## src/rtl/server_pkg.sv

```systemverilog
// server_pkg: shared types and defaults for the server responder.
// State encoding, default sizes and the delay-counter width.
package server_pkg;

  typedef enum logic [1:0] {
    IDLE,
    WAIT,
    GRANT,
    SERVE
  } state_t;

  localparam int SIZE_W_DEF     = 3;
  localparam int RESP_DELAY_DEF = 2;
  localparam int DLY_W          = 4;

endpackage

```

## src/rtl/server_if.sv

```systemverilog
// server_if: client/server request bus.
// master = client side, slave = server side.
interface server_if
  import server_pkg::*;
#(
  parameter int SIZE_W = SIZE_W_DEF
);

  logic              req;
  logic [SIZE_W-1:0] size;
  logic              resp;
  logic              beat;
  logic [SIZE_W-1:0] beat_cnt;
  logic              busy;
  logic              done;
  logic              overflow;

  modport master (
    output req, size,
    input  resp, beat, beat_cnt,
    input  busy, done, overflow
  );

  modport slave (
    input  req, size,
    output resp, beat, beat_cnt,
    output busy, done, overflow
  );

endinterface

```

## src/rtl/server_pending_slot.sv

```systemverilog
// server_pending_slot: one-entry holding buffer.
// A same-cycle read and write keeps it valid with the new data.
module server_pending_slot
  import server_pkg::*;
#(
  parameter int SIZE_W = SIZE_W_DEF
) (
  input  logic              clk,
  input  logic              rst,
  input  logic              wr_en,
  input  logic [SIZE_W-1:0] wr_data,
  input  logic              rd_en,
  output logic [SIZE_W-1:0] rd_data,
  output logic              valid,
  output logic              full
);

  logic              r_valid;
  logic [SIZE_W-1:0] r_data;

  // Write wins over read so a swap leaves the slot occupied.
  always_ff @(posedge clk or posedge rst) begin
    if (rst) begin
      r_valid <= 1'b0;
      r_data  <= '0;
    end else if (wr_en) begin
      r_valid <= 1'b1;
      r_data  <= wr_data;
    end else if (rd_en) begin
      r_valid <= 1'b0;
    end
  end

  assign rd_data = r_data;
  assign valid   = r_valid;
  assign full    = r_valid;

endmodule

```

## src/rtl/server.sv

```systemverilog
// server: responder for the req/size/resp handshake.
// Delays, grants, beats out the size, then signals done.
module server
  import server_pkg::*;
#(
  parameter int SIZE_W     = SIZE_W_DEF,
  parameter int RESP_DELAY = RESP_DELAY_DEF
) (
  input  logic     clk,
  input  logic     rst,
  server_if.slave  bus
);

  state_t            r_state;
  logic              r_req_d;
  logic [DLY_W-1:0]  r_dly;
  logic [SIZE_W-1:0] r_size;
  logic [SIZE_W-1:0] r_rem;
  logic              r_resp;
  logic              r_beat;
  logic [SIZE_W-1:0] r_beat_cnt;
  logic              r_busy;
  logic              r_done;
  logic              r_ovf;

  logic              w_edge;
  logic              w_fin;
  logic              w_act;
  logic              w_wr;
  logic              w_rd;
  logic              w_drop;
  logic              w_valid;
  logic              w_full;
  logic [SIZE_W-1:0] w_rd_data;
  logic [SIZE_W-1:0] w_rem_m1;

  assign w_edge   = bus.req & ~r_req_d;
  assign w_fin    = (r_state == SERVE) && (r_rem == '0);
  assign w_act    = (r_state != IDLE);
  assign w_rem_m1 = r_rem - 1'b1;

  // In the done cycle a waiting entry is consumed, freeing room.
  assign w_wr   = w_edge && w_act && (w_fin ? w_valid : !w_full);
  assign w_rd   = w_fin && w_valid;
  assign w_drop = w_edge && w_act && !w_fin && w_full;

  server_pending_slot #(
    .SIZE_W (SIZE_W)
  ) u_slot (
    .clk     (clk),
    .rst     (rst),
    .wr_en   (w_wr),
    .wr_data (bus.size),
    .rd_en   (w_rd),
    .rd_data (w_rd_data),
    .valid   (w_valid),
    .full    (w_full)
  );

  // FSM, counters and next-cycle registered outputs.
  always_ff @(posedge clk or posedge rst) begin
    if (rst) begin
      r_state    <= IDLE;
      r_req_d    <= 1'b0;
      r_dly      <= '0;
      r_size     <= '0;
      r_rem      <= '0;
      r_resp     <= 1'b0;
      r_beat     <= 1'b0;
      r_beat_cnt <= '0;
      r_busy     <= 1'b0;
      r_done     <= 1'b0;
      r_ovf      <= 1'b0;
    end else begin
      r_req_d    <= bus.req;
      r_resp     <= 1'b0;
      r_beat     <= 1'b0;
      r_beat_cnt <= '0;
      r_done     <= 1'b0;
      if (w_drop)
        r_ovf <= 1'b1;
      unique case (r_state)
        IDLE: begin
          if (w_edge) begin
            r_size  <= bus.size;
            r_dly   <= DLY_W'(RESP_DELAY);
            r_state <= WAIT;
            r_busy  <= 1'b1;
          end
        end
        WAIT: begin
          if (r_dly == '0) begin
            r_state <= GRANT;
            r_resp  <= 1'b1;
          end else begin
            r_dly <= r_dly - 1'b1;
          end
        end
        GRANT: begin
          r_rem   <= r_size;
          r_state <= SERVE;
          if (r_size == '0)
            r_done <= 1'b1;
          else
            r_beat <= 1'b1;
        end
        SERVE: begin
          if (w_fin) begin
            if (w_valid) begin
              r_size  <= w_rd_data;
              r_dly   <= DLY_W'(RESP_DELAY);
              r_state <= WAIT;
            end else if (w_edge) begin
              r_size  <= bus.size;
              r_dly   <= DLY_W'(RESP_DELAY);
              r_state <= WAIT;
            end else begin
              r_state <= IDLE;
              r_busy  <= 1'b0;
            end
          end else begin
            r_rem <= w_rem_m1;
            if (w_rem_m1 == '0) begin
              r_done <= 1'b1;
            end else begin
              r_beat     <= 1'b1;
              r_beat_cnt <= r_size - w_rem_m1;
            end
          end
        end
        default: r_state <= IDLE;
      endcase
    end
  end

  assign bus.resp     = r_resp;
  assign bus.beat     = r_beat;
  assign bus.beat_cnt = r_beat_cnt;
  assign bus.busy     = r_busy;
  assign bus.done     = r_done;
  assign bus.overflow = r_ovf;

endmodule
```

## src/flat_wrapper.sv

```systemverilog
// flat-port wrapper written by rule: the top's interface ports become plain ports
module server_flat import server_pkg::*;
#(
  parameter int SIZE_W     = SIZE_W_DEF,
  parameter int RESP_DELAY = RESP_DELAY_DEF
)
  (clk, rst, bus_req, bus_size, bus_resp, bus_beat, bus_beat_cnt, bus_busy, bus_done, bus_overflow);
  server_if #(.SIZE_W(SIZE_W)) bus_i ();
  input  logic clk;
  input  logic rst;
  input wire logic [$bits(bus_i.req)-1:0] bus_req;
  input wire logic [$bits(bus_i.size)-1:0] bus_size;
  output wire logic [$bits(bus_i.resp)-1:0] bus_resp;
  output wire logic [$bits(bus_i.beat)-1:0] bus_beat;
  output wire logic [$bits(bus_i.beat_cnt)-1:0] bus_beat_cnt;
  output wire logic [$bits(bus_i.busy)-1:0] bus_busy;
  output wire logic [$bits(bus_i.done)-1:0] bus_done;
  output wire logic [$bits(bus_i.overflow)-1:0] bus_overflow;
  assign bus_i.req = bus_req;
  assign bus_i.size = bus_size;
  assign bus_resp = bus_i.resp;
  assign bus_beat = bus_i.beat;
  assign bus_beat_cnt = bus_i.beat_cnt;
  assign bus_busy = bus_i.busy;
  assign bus_done = bus_i.done;
  assign bus_overflow = bus_i.overflow;
  server #(.SIZE_W(SIZE_W), .RESP_DELAY(RESP_DELAY)) u_core (.clk(clk), .rst(rst), .bus(bus_i));
endmodule
```

## config.mk

```make
export PLATFORM = sky130hd
export DESIGN_NAME = server_flat
export DESIGN_NICKNAME = d
export VERILOG_FILES = /design/src/rtl/server_pkg.sv /design/src/rtl/server_if.sv /design/src/rtl/server_pending_slot.sv /design/src/rtl/server.sv /design/src/flat_wrapper.sv
export SDC_FILE = /design/constraint.sdc
export NUM_CORES = 1
export LEC_CHECK = 0
export ABC_AREA = 1
export BUFFER_PORTS_ARGS = -buffer_cell sky130_fd_sc_hd__buf_4
export CAP_MARGIN = 20
export CORE_ASPECT_RATIO = 1.5
export CORE_UTILIZATION = 35
export DETAILED_ROUTE_END_ITERATION = 6
export PLACE_DENSITY_LB_ADDON = 0.05
export SYNTH_ARGS = -nofsm -noshare
export SYNTH_HDL_FRONTEND = slang
export SYNTH_HIERARCHICAL = 1
export SYNTH_SLANG_ARGS = --single-unit
```

## constraint.sdc

```tcl
create_clock -name clk -period 4.2 [get_ports clk]
set_input_delay 0 -clock clk [delete_from_list [all_inputs] [get_ports clk]]
set_output_delay 0 -clock clk [all_outputs]
set_load 0.05 [all_outputs]
```

Word-level counts from Yosys, hierarchy flattened
Index checks and enable logic that the tools add are counted.
{"block": "op_classes", "n_eq_ne": 10, "mux": 38, "n_addsub": 3, "bitwise": 2, "reduce_logical": 23}
{"op": "$mux 3", "count": 7}
{"op": "$mux 1", "count": 16}
{"op": "$mux 4", "count": 4}
{"op": "$pmux 3 s2", "count": 2}
{"op": "$pmux 4 s3", "count": 1}
{"op": "$logic_not 3->1", "count": 3}
{"op": "$mux 2", "count": 4}
{"op": "$ne 2x2->1 const B", "count": 4}
{"op": "$pmux 2 s4", "count": 1}
{"op": "$reduce_bool 2->1", "count": 4}
{"op": "$logic_and 1x1->1", "count": 6}
{"op": "$ne 2x1->1 const B", "count": 3}
{"op": "$pmux 1 s2", "count": 3}
{"op": "$reduce_and 3->1", "count": 2}
{"op": "$reduce_and 5->1", "count": 1}
{"op": "$eq 2x2->1 const B", "count": 2}
{"op": "$logic_not 4->1", "count": 1}
{"op": "$reduce_and 2->1", "count": 2}
{"op": "$sub 4x1->4 const B", "count": 1}
{"op": "$reduce_bool 3->1", "count": 1}
{"op": "$sub 3x1->3 const B", "count": 1}
{"op": "$sub 3x3->3", "count": 1}
{"op": "$eq 2x1->1 const B", "count": 1}
{"op": "$logic_not 1->1", "count": 2}
{"op": "3 further kinds", "count": 3}
{"block": "totals", "output_inout_bits": 8, "reg_bits": 25}

Logic depth before layout (Yosys ltp)
Gate-level depths: netlist of the first run.
{"block": "logic_depth", "depth_word": 6, "ltp_mapped": 9, "mapped_depth_nobuf": 9}

Cells and area by module
Netlist of the first run, hierarchy kept.
{"module": "server", "seq_area_each_um2": 525.5, "area_each_um2": 1310.0, "n_inst": 1, "cells_each": 167}
{"module": "server_pending_slot", "seq_area_each_um2": 100.1, "area_each_um2": 160.2, "n_inst": 1, "cells_each": 19}

Least setup slack after synthesis of the first run
Ideal clock, no wire load.
{"block": "synth_timing", "path_type": "register -> register", "from": "register u_core.r_rem[0]", "to": "register u_core.r_beat_cnt[2], in the netlist u_core/bus.beat_cnt[2]", "path_stages_with_launch": 7, "slack_ns": 2.548, "synth_period_minus_slack_ns": 1.652, "path_buffers": 0, "arrival_ns": 1.575, "path_cell_list": "dfrtp_1 inv_1 ha_1 fa_1 xnor2_1 or2_1 a21oi_1"}
{"block": "synth_via", "elab_chain_cells": 5, "elab_cells_between_ends": 8, "classes_between": "add/sub (2); mux (3); reduce/logical (3)"}
{"item": "start: declaration", "line": "server.sv:18", "rtl": "logic [SIZE_W-1:0] r_rem;"}
{"item": "start signal: assignment", "line": "server.sv:100", "rtl": "r_rem <= r_size;"}
{"item": "start signal: assignment", "line": "server.sv:122", "rtl": "r_rem <= w_rem_m1;"}
{"item": "$sub 3x1->3", "line": "server.sv:40", "rtl": "assign w_rem_m1 = r_rem - 1'b1;"}
{"item": "$sub 3x3->3 / $logic_not 3->1 (equally long branches)", "line": "server.sv:127, server.sv:123"}
{"item": "$mux 3", "line": "server.sv:123", "rtl": "if (w_rem_m1 == '0) begin"}
{"item": "$mux 3 *", "line": "server.sv:108", "rtl": "if (w_fin) begin"}
{"item": "$mux 3 *", "line": "server.sv:82", "rtl": "unique case (r_state)"}
{"item": "end signal: assignment", "line": "server.sv:127", "rtl": "r_beat_cnt <= r_size - w_rem_m1;"}
{"item": "end: declaration", "line": "server.sv:21", "rtl": "logic [SIZE_W-1:0] r_beat_cnt;"}
Mark *: on every way between the ends. The rest lies on a longest branch, timed or not.
A chain may end at the register's enable or synchronous reset.

Final worst setup path of the first run
{"block": "layout_timing", "from": "register u_core.r_state[0]", "to": "register u_core.u_slot.r_data[1], in the netlist u_core/u_slot/rd_data[1]"}
{"block": "layout_via", "elab_chain_cells": 4, "elab_cells_between_ends": 6, "classes_between": "eq/ne (1); mux (1); reduce/logical (4)"}
{"item": "start: declaration", "line": "server.sv:14", "rtl": "state_t r_state;"}
{"item": "start signal: assignment", "line": "server.sv:63", "rtl": "r_state <= IDLE;"}
{"item": "start signal: assignment", "line": "server.sv:87", "rtl": "r_state <= WAIT;"}
{"item": "start signal: assignment", "line": "server.sv:93", "rtl": "r_state <= GRANT;"}
{"item": "$eq 2x2->1", "line": "server.sv:38", "rtl": "assign w_fin = (r_state == SERVE) && (r_rem == '0);"}
{"item": "$logic_and 1x1->1", "line": "server.sv:38"}
{"item": "$mux 1", "line": "server.sv:43", "rtl": "assign w_wr = w_edge && w_act && (w_fin ? w_valid : !w_full);"}
{"item": "$logic_and 1x1->1 *", "line": "server.sv:43"}
{"item": "via u_core.w_wr", "line": "server.sv:29", "rtl": "logic w_wr;"}
{"item": "end signal: assignment", "line": "server_pending_slot.sv:28", "rtl": "r_data <= wr_data;"}
{"item": "end: declaration", "line": "server_pending_slot.sv:19", "rtl": "logic [SIZE_W-1:0] r_data;"}
Mark *: on every way through the listed nets, which the timed path passes. The rest lies on a longest branch.

==> reports/metrics.yaml, run 1 <==
cells_and_area:
  multi_input_area_um2: 712
  final_area_um2: 1700
  nFillCells: 425
  fin_util: 0.424
  fin_cells: 250
  drive_gt1_frac: 0.146
  seq_area_um2: 626
  antenna_cells: 0
  fin_nets: 222
  syn_to_final_growth_pct: 15.3
pwr:
  power_frac_clock: 0.102
  power.total_mw: 1.40
  power_frac_comb: 0.598
  max-vdd-ir-drop_mv: 0.422
  p_switching_mw: 0.694
  power.internal_mw: 0.705
  p_seq_frac: 0.300
  powerDensity_nw_per_um2: 825
  leakage_nw: 0.900
  p_sw_frac: 0.496
placed_design:
  dpl.hpwl_um: 2360
  placed_area_um2: 1600
  io_buffers: 13
  gp_congestion: 0.860
  place_inst: 241
  place_ws_ns: 2.33
sta:
  grt_setup_unrepaired: "no"
  tightest_slew_ns: 0.859
  period_share: 0.448
  setup_violations: 0
  clock_skew_ns: 0.00249
  max_freq_mhz: 532
  fin_ws_ns: 2.32
  hold_violations: 0
  relSlewSlack: 0.426
  hold_ws_ns: 0.173
  fin_setup_tns_ns: 0
  drv_slew: 0
  min_period_ns: 1.88
drt:
  drt-pass1-iter-count: 4
  num_vias: 1179
  drcViolationCount: 0
  wirelength_um: 3090
  drtIter0Drc: 32
  routed_via_density: 4.72
  ant_nets: 0
  wl_per_cell_um: 12.3
grt:
  gr-usage-met1: 0.200
  grt_usage: 0.164
  grt_pass1_wl_um: 5240
  grt_util_met2: 0.280
  grt-ovfl-total: 0
  grt_pass1_vias: 1135
  grt.busiest_layer: "met2"
  grt_max_degree: 22
  antenna_found_initial: 0
  grtUsageMet3: 0.0187
logic_synthesis:
  synthCells: 186
  synth_commonest_cells: "nand2_1 (56), inv_1 (27), dfrtp_1 (25), nand3_1 (14), nor2_1 (12)"
  synth.most_common_cell: "nand2_1"
  syn_area_um2: 1470
  synthTopCellsByArea: "dfrtp_1 (43%), nand2_1 (14%), ha_1 (7.7%)"
  ys_ff_latch: 25
  ys_seq_area_frac: 0.426
  synth_cell_type_count: 26
  ys.flop_type: "dfrtp_1"
  synth.largest_area_cell: "dfrtp_1"
  syn_nets: 202
  yosysWarningCount: 6
  synth-async-reset-ratio: 1.00
  synth_edf_count: 0
  postSynthAreaPerCell_um2: 7.90
  synth_top_area_frac: 0.426
floorplanning:
  die_h_um: 81.4
  rows: 28
  die_x_um: 54.9
  core_um2: 3990
  die-area_um2: 4470
  initial_core_util: 0.368
  pin_count: 14
cts:
  cts_tree: "built"
  cts-root-buf: "clkbuf_8"
  cts_resized: 0
  clock_latency_ns: 0.27
  postCtsSetupRepairBufs: 0
  path_clk_slew_ns: 0.09
  numClockSinks: 25
  cts_buffer_depth: 2
  cts_hold_buf: 5
  cts_made_buffers: 3
  h-tree-depth: 1
worst_setup_path:
  arrival_ns: 2.04
  ff2ff_path_depth: 8
  cp-end-kind: "flop"
  cp.required_ns: 4.36
  crit_type: "flop to flop"
  path_max_fanout: 12
  crit_path_start_kind: "flop"
run:
  drv_cap: 0
worst_hold_path:
  hp-class: "input port to asynchronous set/reset pin"
status:
  status: "completed"
==> worst max-delay path: stages (launching register included) <==
cell	delay, ns
dfrtp_1	0.43
ha_1	0.54
nand3_1	0.19
nand2_1	0.12
o21ai_1	0.07
nor2_1	0.22
inv_2	0.09
nand2_1	0.07
nand2_1	0.05
==> per-layer routing <==
metal  part of all wire  vias to the layer above
met5                  0                        -
met4              0.013                        0
met3              0.016                        4
met2               0.52                       14
met1               0.45                      541
li1                   -                      620
==> final cells by class <==
class,count,area share
Tap cell,45,0.0332
Inverter,29,0.0642
Sequential cell,25,0.369
Timing Repair Buffer,18,0.0871
Multi-Input combinational cell,129,0.420
Clock buffer,4,0.0266
==> state kept, by name, summed over array words and instances (netlist names) <==
register / count
u_core/bus.busy: 1
u_core/r_size: 3
u_core/u_slot/rd_data: 3
u_core/r_state: 2
u_core/bus.resp: 1
u_core/bus.beat_cnt: 3
u_core/bus.overflow: 1
u_core/r_req_d: 1
u_core/r_dly: 4
u_core/bus.done: 1
u_core/u_slot/full: 1
u_core/bus.beat: 1
u_core/r_rem: 3
==> logic make-up (layout without fill, tap and decap cells) <==
logic type                 Yosys count  after routing  synth area share
AOI/OAI and AO/OA                   22             22            0.0911
DFF                                 25             25             0.426
buffers and inverters               32             51            0.0902
and+or+nand+nor                     95             95             0.291
adders and majority gates           10             10            0.0902
xor gates and xnor gates             2              2            0.0119
==> layout by cell type (no fill, tap or decap), types with 4 or more instances in the layout <==
master | Yosys | routed
buf_4 | 1 | 13
dfrtp_1 | 25 | 25
dlygate4sd3_1 | 0 | 5
ha_1 | 9 | 9
inv_1 | 27 | 27
nand2_1 | 56 | 56
nand3_1 | 14 | 14
nor2_1 | 12 | 12
o211ai_1 | 4 | 4
o21ai_0 | 6 | 6
o21ai_1 | 5 | 5
==> power by group through the flow <==
| stage | combinational, mW | clock, mW | sequential, mW |
|---|---|---|---|
| CTS | 0.847 | 0.155 | 0.420 |
| finish | 0.837 | 0.143 | 0.419 |
| detailed placement | 0.838 | 0 | 0.424 |
| global route | 0.955 | 0.163 | 0.435 |
| floorplan | 0.595 | 0 | 0.487 |
| global placement | 0.835 | 0 | 0.423 |
==> path summary, 6_finish.rpt <==
check                                   from                        to  slack [ns]
setup / recovery           u_core/r_state[0]  u_core/u_slot/rd_data[1]        2.32
hold / removal                           rst  u_core/u_slot/rd_data[2]        0.17
setup reg to reg           u_core/r_state[0]  u_core/u_slot/rd_data[1]        2.32
hold reg to reg              u_core/r_dly[0]           u_core/r_dly[0]        0.47
max in group asynchronous                rst           u_core/bus.done        3.20
min in group clk                     bus_req            u_core/r_req_d        0.42
Power figures use the tool's default switching activity.
==> run 2, diff against run 1 <==
==> constraint.sdc (replaced) <==
create_clock -name clk -period 1.9 [get_ports clk]
set_input_delay 0 -clock clk [delete_from_list [all_inputs] [get_ports clk]]
set_output_delay 0 -clock clk [all_outputs]
set_load 0.05 [all_outputs]
==> reports/metrics.yaml, run 2 (synthesis results as in run 1) <==
sta:
  period_share: 0.923
  clock_skew_ns: 0.000869
  hold_ws_ns: 0.171
  tightest_slew_ns: 0.377
  fin_setup_tns_ns: 0
  relSlewSlack: 0.749
  grt_setup_unrepaired: "no"
  setup_violations: 0
  fin_ws_ns: 0.146
  drv_slew: 0
  hold_violations: 0
  min_period_ns: 1.75
  max_freq_mhz: 570
drt:
  ant_nets: 0
  wirelength_um: 3030
  wl_per_cell_um: 12.0
  drt-pass1-iter-count: 4
  routed_via_density: 4.69
  num_vias: 1187
  drtIter0Drc: 17
  drcViolationCount: 0
pwr:
  max-vdd-ir-drop_mv: 0.805
  power.internal_mw: 1.57
  powerDensity_nw_per_um2: 1810
  p_switching_mw: 1.53
  leakage_nw: 0.913
  p_sw_frac: 0.494
  power_frac_clock: 0.101
  power_frac_comb: 0.601
  p_seq_frac: 0.298
worst_setup_path:
  cp-end-kind: "flop"
  r2r-start: "u_core/r_rem[0]"
  cp.required_ns: 2.10
  path_max_fanout: 4
  crit_path_start_kind: "flop"
  crit_start: "u_core/r_rem[0]"
  ff2ff_path_depth: 6
  arrival_ns: 1.95
  crit_type: "flop to flop"
cells_and_area:
  antenna_cells: 0
  final_common_cell: "nand2_1"
  syn_to_final_growth_pct: 17.0
  top_register: "u_core/r_dly"
  drive_gt1_frac: 0.163
  fin_nets: 225
  largest_reg_flops: 4
  final_cell_mix: "nand2_1 (56), inv_1 (27), dfrtp_1 (25)"
  final_area_um2: 1720
cts:
  cts_buffer_depth: 2
  path_clk_slew_ns: 0.08
  clock_latency_ns: 0.26
  numClockSinks: 25
  cts-root-buf: "clkbuf_8"
  cts_tree: "built"
  h-tree-depth: 1
  postCtsSetupRepairBufs: 0
  cts_made_buffers: 3
floorplanning:
  initial_core_util: 0.368
  rows: 28
  die-area_um2: 4470
  core_um2: 3990
  pin_count: 14
  die_h_um: 81.4
  die_x_um: 54.9
placed_design:
  placed_area_um2: 1620
  io_buffers: 13
  place_ws_ns: 0.156
  gp_congestion: 0.857
  dpl.hpwl_um: 2350
grt:
  grt_pass1_vias: 1201
  grt-ovfl-total: 0
  antenna_found_initial: 0
  grt_usage: 0.162
  grt_pass1_wl_um: 5200
  grt_max_degree: 22
worst_hold_path:
  hp-class: "input port to asynchronous set/reset pin"
run:
  drv_cap: 0
status:
  status: "completed"
[run 2: cell types whose count changed in the layout (fill, tap and decap cells not counted), sizes merged]
| cell | delta |
|---|---|
| buf | +3 |
[run 2: routing by layer]
metal / vias up / track usage / routed length [µm]
li1: 630 / - / -
met1: 535 / 0.191 / 1340
met2: 18 / 0.272 / 1580
met3: 4 / 0.0187 / 57
met4: 0 / 0.0875 / 43
met5: - / 0 / 0
[run 2: repair_timing]
| item | 4_1_cts | 5_1_grt |
|---|---|---|
| setup endpoints to repair | 0 | 2 |
| endpoints found under the hold margin | 29 | 0 |
| hold buffers | 5 | 0 |
| resized for setup | 0 | 1 |
[run 2: layout make-up]
type / instances / area, µm²
multi-input combinational: 129 / 714
clock buffer: 4 / 45.0
timing repair buffer: 21 / 170
fill: 426 / 2270
sequential: 25 / 626
tap: 45 / 56.3
inverter: 29 / 109
[run 2: path summary, 6_finish.rpt]
| kind | to | slack [ns] |
|---|---|---|
| setup / recovery | u_core/bus.beat_cnt[2] | 0.15 |
| hold / removal | u_core/u_slot/rd_data[0] | 0.17 |
| setup reg to reg | u_core/bus.beat_cnt[2] | 0.15 |
| hold reg to reg | u_core/u_slot/rd_data[1] | 0.49 |
| max in group asynchronous | u_core/bus.done | 1.35 |
| min in group clk | u_core/r_req_d | 0.42 |
[run 2: metrics by stage]
step / power, mW / util / instances
after floorplan: 2.39 / - / 186
after global placement: 2.79 / 0.406 / 244
after detailed placement: 2.81 / 0.406 / 244
after CTS: 3.15 / 0.430 / 253
after global routing: 3.45 / 0.431 / 253
final: 3.11 / 0.431 / 253
[run 2: power groups by stage]
stage / logic (mW) / clock network, mW / registers (mW)
floorplan: 1.31 / 0 / 1.08
global placement: 1.86 / 0 / 0.936
detailed placement: 1.87 / 0 / 0.940
CTS: 1.89 / 0.332 / 0.927
global route: 2.14 / 0.345 / 0.959
finish: 1.87 / 0.313 / 0.927
[run 2: critical path, stage by stage, from the launching register on]
cell and delay [ns]:
dfrtp_1 0.38, inv_1 0.09, ha_1 0.34, fa_1 0.41, xnor2_1 0.14, or2_1 0.21
a21oi_1 0.12
